<file path="src/rtl/muldiv_pkg.sv">
// rtl/muldiv_pkg.sv - operation codes, decode helpers and divider states for muldiv_unit
//
// Contents:
//   muldiv_op_e  4-bit HI/LO operation codes
//   div_state_e  divider FSM states
//   is_hilo_op   1 for every code that reads or writes HI/LO
//   is_mul_op    1 for every code that goes through the multiplier pipeline
package muldiv_pkg;

  typedef enum logic [3:0] {
    OP_MULT  = 4'd0,
    OP_MULTU = 4'd1,
    OP_MADD  = 4'd2,
    OP_MADDU = 4'd3,
    OP_MSUB  = 4'd4,
    OP_MSUBU = 4'd5,
    OP_DIV   = 4'd6,
    OP_DIVU  = 4'd7,
    OP_MTHI  = 4'd8,
    OP_MTLO  = 4'd9,
    OP_MFHI  = 4'd10,
    OP_MFLO  = 4'd11,
    OP_NONE  = 4'd15
  } muldiv_op_e;

  typedef enum logic [1:0] {
    IDLE = 2'd0,
    RUN  = 2'd1,
    FIX  = 2'd2
  } div_state_e;

  // Codes are laid out so that the HI/LO group and the multiplier group
  // are contiguous ranges starting at zero.
  function automatic logic is_hilo_op(input logic [3:0] op);
    return op <= OP_MFLO;
  endfunction

  function automatic logic is_mul_op(input logic [3:0] op);
    return op <= OP_MSUBU;
  endfunction

endpackage

</file>
<file path="src/rtl/muldiv_divider.sv">
// rtl/muldiv_divider.sv - iterative restoring divider with sign pre/post processing
//
// Ports:
//   clk_i, rst_ni            clock, synchronous active-low reset
//   start_i                  begin a divide (only honoured in IDLE)
//   signed_i                 operands are two's complement (DIV) rather than unsigned (DIVU)
//   abort_i                  drop the divide in progress and return to IDLE
//   a_i, b_i                 dividend, divisor
//   busy_o                   a divide is in RUN or FIX
//   done_o                   quotient_o/remainder_o are final this cycle (FIX)
//   quotient_o, remainder_o  sign-corrected results
module muldiv_divider
  import muldiv_pkg::*;
#(
  parameter int WIDTH = 32
) (
  input  logic             clk_i,
  input  logic             rst_ni,
  input  logic             start_i,
  input  logic             signed_i,
  input  logic             abort_i,
  input  logic [WIDTH-1:0] a_i,
  input  logic [WIDTH-1:0] b_i,
  output logic             busy_o,
  output logic             done_o,
  output logic [WIDTH-1:0] quotient_o,
  output logic [WIDTH-1:0] remainder_o
);

  localparam int CW = $clog2(WIDTH);

  div_state_e       state_q;
  logic [CW-1:0]    cnt_q;
  logic [WIDTH-1:0] quo_q;
  logic [WIDTH-1:0] rem_q;
  logic [WIDTH-1:0] dvs_q;
  logic             qneg_q;
  logic             rneg_q;
  logic             zero_q;

  logic             a_neg;
  logic             b_neg;
  logic [WIDTH-1:0] a_abs;
  logic [WIDTH-1:0] b_abs;
  logic [WIDTH:0]   rem_sh;
  logic [WIDTH:0]   diff;

  assign a_neg = signed_i & a_i[WIDTH-1];
  assign b_neg = signed_i & b_i[WIDTH-1];
  // |MIN| wraps to MIN, which read as unsigned is the correct magnitude.
  assign a_abs = a_neg ? -a_i : a_i;
  assign b_abs = b_neg ? -b_i : b_i;

  // The dividend is shifted out of quo_q into the partial remainder while
  // quotient bits are shifted in from the bottom. diff[WIDTH] is the borrow.
  assign rem_sh = {rem_q, quo_q[WIDTH-1]};
  assign diff   = rem_sh - {1'b0, dvs_q};

  always_ff @(posedge clk_i) begin
    if (!rst_ni) begin
      state_q <= IDLE;
      cnt_q   <= '0;
      quo_q   <= '0;
      rem_q   <= '0;
      dvs_q   <= '0;
      qneg_q  <= 1'b0;
      rneg_q  <= 1'b0;
      zero_q  <= 1'b0;
    end else if (abort_i) begin
      state_q <= IDLE;
    end else begin
      case (state_q)
        IDLE: begin
          if (start_i) begin
            state_q <= RUN;
            cnt_q   <= '0;
            quo_q   <= a_abs;
            rem_q   <= '0;
            dvs_q   <= b_abs;
            qneg_q  <= a_neg ^ b_neg;
            rneg_q  <= a_neg;
            zero_q  <= (b_i == '0);
          end
        end
        RUN: begin
          if (!diff[WIDTH]) begin
            rem_q <= diff[WIDTH-1:0];
            quo_q <= {quo_q[WIDTH-2:0], 1'b1};
          end else begin
            rem_q <= rem_sh[WIDTH-1:0];
            quo_q <= {quo_q[WIDTH-2:0], 1'b0};
          end
          cnt_q <= cnt_q + 1'b1;
          if (cnt_q == CW'(WIDTH - 1)) begin
            state_q <= FIX;
          end
        end
        FIX:     state_q <= IDLE;
        default: state_q <= IDLE;
      endcase
    end
  end

  assign busy_o = (state_q != IDLE);
  assign done_o = (state_q == FIX) & ~abort_i;

  // A zero divisor leaves |dividend| in rem_q; giving it the dividend's sign
  // restores the raw dividend. The quotient is forced to all ones so that a
  // signed divide by zero does not get negated.
  assign quotient_o  = zero_q ? '1 : (qneg_q ? -quo_q : quo_q);
  assign remainder_o = rneg_q ? -rem_q : rem_q;

endmodule

</file>
<file path="src/rtl/muldiv_unit.sv">
// rtl/muldiv_unit.sv - HI/LO multiply/divide unit with pipelined multiplier and iterative divider
//
// Ports:
//   clock, reset   clock, synchronous active-low reset
//   Op_Valid, Op   EX stage holds a muldiv operation and its code
//   Commit         the operation may take effect
//   Abort          cancel all in-flight multiply/divide work
//   A, B           rs / rt operands
//   Result         HI or LO for MFHI/MFLO, zero otherwise
//   Busy           divider or multiplier pipeline non-empty
//   Stall_Req      combinational HI/LO hazard stall
module muldiv_unit
  import muldiv_pkg::*;
#(
  parameter int WIDTH       = 32,
  parameter int MUL_LATENCY = 2
) (
  input  logic             clock,
  input  logic             reset,
  input  logic             Op_Valid,
  input  logic [3:0]       Op,
  input  logic             Commit,
  input  logic             Abort,
  input  logic [WIDTH-1:0] A,
  input  logic [WIDTH-1:0] B,
  output logic [WIDTH-1:0] Result,
  output logic             Busy,
  output logic             Stall_Req
);

  localparam int DW = 2 * WIDTH;

  logic [DW-1:0]    hilo_q;
  logic [DW-1:0]    hilo_d;
  logic             accept;
  logic             mul_acc;
  logic             div_start;
  logic             mul_busy;
  logic             div_busy;
  logic             div_done;
  logic [WIDTH-1:0] div_quo;
  logic [WIDTH-1:0] div_rem;
  logic             mul_signed;
  logic [DW-1:0]    a_ext;
  logic [DW-1:0]    b_ext;
  logic [DW-1:0]    prod_in;
  logic             ret_vld;
  logic [DW-1:0]    ret_prod;
  logic [3:0]       ret_op;

  // Back-to-back MULT/MULTU may follow anything in the multiplier because
  // they overwrite HILO; everything else must wait for it to drain.
  assign Stall_Req = Op_Valid &
                     ((div_busy & is_hilo_op(Op)) |
                      (mul_busy & (Op != OP_MULT) & (Op != OP_MULTU)));

  assign accept    = Op_Valid & Commit & ~Stall_Req & ~Abort;
  assign mul_acc   = accept & is_mul_op(Op);
  assign div_start = accept & ((Op == OP_DIV) | (Op == OP_DIVU));

  // Extending both operands to 2*WIDTH makes the low 2*WIDTH bits of a plain
  // product the exact signed or unsigned result.
  assign mul_signed = (Op == OP_MULT) | (Op == OP_MADD) | (Op == OP_MSUB);
  assign a_ext      = {{WIDTH{mul_signed & A[WIDTH-1]}}, A};
  assign b_ext      = {{WIDTH{mul_signed & B[WIDTH-1]}}, B};
  assign prod_in    = a_ext * b_ext;

  // HILO is the last of the MUL_LATENCY registers, so only MUL_LATENCY-1
  // stages sit in front of it.
  generate
    if (MUL_LATENCY == 1) begin : g_mul_direct
      assign ret_vld  = mul_acc;
      assign ret_prod = prod_in;
      assign ret_op   = Op;
      assign mul_busy = 1'b0;
    end else begin : g_mul_pipe
      localparam int NS = MUL_LATENCY - 1;

      logic [NS-1:0] vld_q;
      logic [DW-1:0] prod_q [NS];
      logic [3:0]    op_q   [NS];

      always_ff @(posedge clock) begin
        if (!reset || Abort) begin
          vld_q <= '0;
        end else begin
          vld_q[0] <= mul_acc;
          for (int i = 1; i < NS; i++) begin
            vld_q[i] <= vld_q[i-1];
          end
        end
      end

      always_ff @(posedge clock) begin
        prod_q[0] <= prod_in;
        op_q[0]   <= Op;
        for (int i = 1; i < NS; i++) begin
          prod_q[i] <= prod_q[i-1];
          op_q[i]   <= op_q[i-1];
        end
      end

      assign ret_vld  = vld_q[NS-1];
      assign ret_prod = prod_q[NS-1];
      assign ret_op   = op_q[NS-1];
      assign mul_busy = |vld_q;
    end
  endgenerate

  muldiv_divider #(
    .WIDTH(WIDTH)
  ) u_divider (
    .clk_i       (clock),
    .rst_ni      (reset),
    .start_i     (div_start),
    .signed_i    (Op == OP_DIV),
    .abort_i     (Abort),
    .a_i         (A),
    .b_i         (B),
    .busy_o      (div_busy),
    .done_o      (div_done),
    .quotient_o  (div_quo),
    .remainder_o (div_rem)
  );

  // The stall rule keeps retire, divide completion and MTHI/MTLO mutually
  // exclusive, so the order of the writes below never matters.
  always_comb begin
    hilo_d = hilo_q;
    if (!Abort) begin
      if (ret_vld) begin
        case (ret_op)
          OP_MADD, OP_MADDU: hilo_d = hilo_q + ret_prod;
          OP_MSUB, OP_MSUBU: hilo_d = hilo_q - ret_prod;
          default:           hilo_d = ret_prod;
        endcase
      end
      if (div_done) begin
        hilo_d = {div_rem, div_quo};
      end
      if (accept && (Op == OP_MTHI)) begin
        hilo_d[DW-1:WIDTH] = A;
      end
      if (accept && (Op == OP_MTLO)) begin
        hilo_d[WIDTH-1:0] = A;
      end
    end
  end

  always_ff @(posedge clock) begin
    if (!reset) begin
      hilo_q <= '0;
    end else begin
      hilo_q <= hilo_d;
    end
  end

  always_comb begin
    Result = '0;
    if (Op_Valid) begin
      if (Op == OP_MFHI) begin
        Result = hilo_q[DW-1:WIDTH];
      end else if (Op == OP_MFLO) begin
        Result = hilo_q[WIDTH-1:0];
      end
    end
  end

  assign Busy = mul_busy | div_busy;

endmodule

</file>
<file path="config.mk">
export PLATFORM = sky130hd
export DESIGN_NAME = muldiv_unit
export DESIGN_NICKNAME = d
export VERILOG_FILES = /design/src/rtl/muldiv_pkg.sv /design/src/rtl/muldiv_divider.sv /design/src/rtl/muldiv_unit.sv
export SDC_FILE = /design/constraint.sdc
export NUM_CORES = 2
export LEC_CHECK = 0
export CAP_MARGIN = 20
export CELL_PAD_IN_SITES_DETAIL_PLACEMENT = 1
export CELL_PAD_IN_SITES_GLOBAL_PLACEMENT = 2
export CORE_MARGIN = 2
export CORE_UTILIZATION = 30
export CTS_CLUSTER_SIZE = 25
export DETAILED_ROUTE_END_ITERATION = 16
export PLACE_DENSITY_LB_ADDON = 0.2
export SYNTH_ARGS = -nofsm -noshare
export SYNTH_HDL_FRONTEND = slang
export SYNTH_HIERARCHICAL = 1
export SYNTH_SLANG_ARGS = --single-unit
</file>
<file path="constraint.sdc">
create_clock -name clock -period 9.2 [get_ports clock]
set_clock_uncertainty 0.1 [all_clocks]
set_input_delay 1.38 -clock clock [delete_from_list [all_inputs] [get_ports clock]]
set_output_delay 1.38 -clock clock [all_outputs]
set_load 0.02 [all_outputs]
</file>
==> results.md <==
- # IOs: about 110
- Hold path cells: 2
- Worst R2R Path Depth: 16
- Most frequent cells in the layout: inv_1, fa_1, nand2_1, buf_4, and2_1
- Post-synthesis compound-gate area fraction: 0.1271
- Slew @ Worst Pin: 969.0 ps
- TritonCTS buffer count: 29
- Router iterations before antenna repair: 7
- Critical path class: primary input to flip-flop
- Post-synthesis sequential area ratio: 0.08239
- Grt total ovfl: 0
- Avg Inst Size Synth: roughly 8.4 µm²
- Gr usage total: 0.2248
- Row cnt: 161
- Routed wire per std cell: 22.93 µm
- Yosys cell types: slightly above 90
- Nets: 8602
- Worst-path clk slew: about 60 ps
- Top cell by count, worst path: fa_1
- Slew Limit Fails: 0
- Worst-Skew Late Latency: 610 ps
- CTS Sinks: 238
- Post-synthesis adder-cell area fraction: 0.4581
- Hold path start: u_divider/dvs_q[0]
- Post-synth net total: 8391
- Initial antenna violation count: 18
- Reg2Reg Capture Point: hilo_q[51]
- Worst EP arrival: around 9300 ps
- Hold endpoint: u_divider/dvs_q[0]
- Filler cell count: 22580
- Yosys top cell by area: fa_1
- Syn-to-layout area delta: 13.42%
- Crit path required time: 9630 ps
- ANT nets after route: 0
- Die height: 443.0 µm
- Initial Util: 0.3012
- DR DRC count: 0
- Startpoint types: primary input
- Minimum clock period: 8870 ps
- Clock Path Buffers: 3
- Ys async rst share: 0
- Design area: 65590 µm²
- Final HPWL DP: 188100 µm
- R2R setup slack: 2720 ps
- Worst hold path type: flip-flop to flip-flop
- Area contributors post-synth: fa_1, dfxtp_1, inv_1
- Via count: 48150
- Post-synthesis xor/xnor area fraction: 0.04695
- Outcome: finished clean
- Global-route wire length before repair: 338300 µm
- Gpl congestion: 0.8892
- Mux cell area share after synthesis: 0.006080
- Most common flop cell mapped by yosys: dfxtp_1
- WP depth: 28
- Period utilization: 0.9642
- Hold Violations, Final: 0
- Synthesized area: 57830 µm²
- Max cap viols: 0
- PortBufs: 106
- Layout cells sized above 1: 0.09760
- Post-synthesis simple-gate area fraction: 0.1746
- Drt via density: around 5.0
- DRT iter0 DRCs: 2486
- Post-synthesis cell count: 6877
- Crit Path Max Fanout: 7
- Die width: 443.0 µm
- Die Area: 196300 µm²
- Clk root buf: clkbuf_16
- Total setup buffers inserted after CTS: 0
- Fmax: 112.7 MHz
- Core ar.: 192000 µm²
- Slowest cell on crit path: fa_1
- Synth top area share: 0.3902
- Largest family of logic cells by synthesized area: adder cells
- H-tree levels: 1
- Synth warn: 6
- Largest net degree at the start of global routing: 68
- Setup violators final: 0
- Post-synth EDFFs: 0
- Vias in the first global route: 52400
- Routed WL: roughly 220000 µm
- Area post-placement: 64430 µm²
- CTS tree: built
- CP bufs+invs: 6
- Crit path max-delay family: adder cells
- R2R Path Start: g_mul_pipe.prod_q[0][12]
- Slew Limit Headroom: 0.3533
- Synth Register Bits: 238
- Setup crit end kind: flip-flop
- Most common cell after layout, fill and taps aside: inv_1
- Slowest Stage Delay on Critical Path: 550 ps
how the worst max path moves through the flow:
stage / start / to / slack [ps]
after global placement: Op[1] / g_mul_pipe.prod_q[0][54] / -430
after CTS: Op[1] / g_mul_pipe.prod_q[0][54] / 100
after floorplan: Op[3] / g_mul_pipe.prod_q[0][60] / 140
after detailed placement: Op[1] / g_mul_pipe.prod_q[0][54] / -530
after global routing: Op[2] / g_mul_pipe.prod_q[0][61] / -50
final: Op[2] / g_mul_pipe.prod_q[0][61] / 330
worst min-delay path, cell delays in order, from the launching register on:
cell and delay [ps]:
dfxtp_1 330, nand2_1 60, a21boi_0 70
cell type report:
cell class	instances	area, µm²	share of cell area
Sequential cell	238	4765	0.07265
Antenna cell	8	20.02	0.0003052
Multi-Input combinational cell	5028	47170	0.7192
Tap cell	2526	3161	0.04819
Clock inverter	12	182.7	0.002785
Inverter	1199	4501	0.06862
Clock buffer	42	854.6	0.01303
Timing Repair Buffer	592	4933	0.07522
sequential cells by signal (all words and copies together), names as in the netlist, 2 cells and up:
register	cells
g_mul_pipe.prod_q	64
hilo_q	64
u_divider/dvs_q	32
u_divider/quo_q	32
u_divider/rem_q	32
u_divider/cnt_q	5
g_mul_pipe.op_q	3
u_divider/state_q	2
cell usage after synthesis (34+ instances only):
| library cell | instances |
|---|---|
| a211oi_1 | 43 |
| a21o_1 | 94 |
| a21oi_1 | 325 |
| a22oi_1 | 39 |
| a31oi_1 | 51 |
| and2_1 | 362 |
| and3_1 | 56 |
| clkbuf_1 | 394 |
| dfxtp_1 | 238 |
| fa_1 | 1127 |
| ha_1 | 314 |
| inv_1 | 1198 |
| mux2i_1 | 34 |
| nand2_1 | 1027 |
| nand3_1 | 58 |
| nor2_1 | 248 |
| nor2b_1 | 61 |
| nor3_1 | 76 |
| o211ai_1 | 65 |
| o21ai_0 | 239 |
| o31ai_1 | 48 |
| xnor2_1 | 193 |
| xor2_1 | 117 |
timing repair:
action | CTS | global route
hold buffers | 0 | 0
gates resized for setup | 0 | 26
endpoints found under the setup margin | 0 | 13
through the flow:
stage | worst slack, ps | setup TNS (ps) | utilization | hold WS (ps) | std cells
6_report | 329.5 | 0 | 0.3416 | 396.7 | 9645
5_1_grt | -46.10 | -69.42 | 0.3415 | 419.4 | 9637
4_1_cts | 95.49 | 0 | 0.3410 | 397.1 | 9636
3_5_place_dp | -529.5 | -6197 | 0.3356 | 388.9 | 9582
3_3_place_gp | -431.9 | -4097 | 0.3356 | 382.0 | 9582
2_1_floorplan | 143.1 | 0 | - | 344.6 | 6877
cell families after synthesis:
family          count (synthesis)
compound gates               1144
xor+xnor                      310
mux                            35
fa+ha+maj                    1441
simple gates                 2098
buf+inv                      1611
flops                         238
layer usage:
metal  vias to the layer above  track usage  wire [µm]
li1                      22040            -          -
met3                       182      0.01303       5943
met5                         -            0         54
met1                     25230       0.3287     109100
met4                         8      0.05034       5573
met2                       692       0.3638     100500
Power is left out: the tool's default activity adds up to more than one toggle a clock period on the data nets, which glitch-free logic cannot reach.
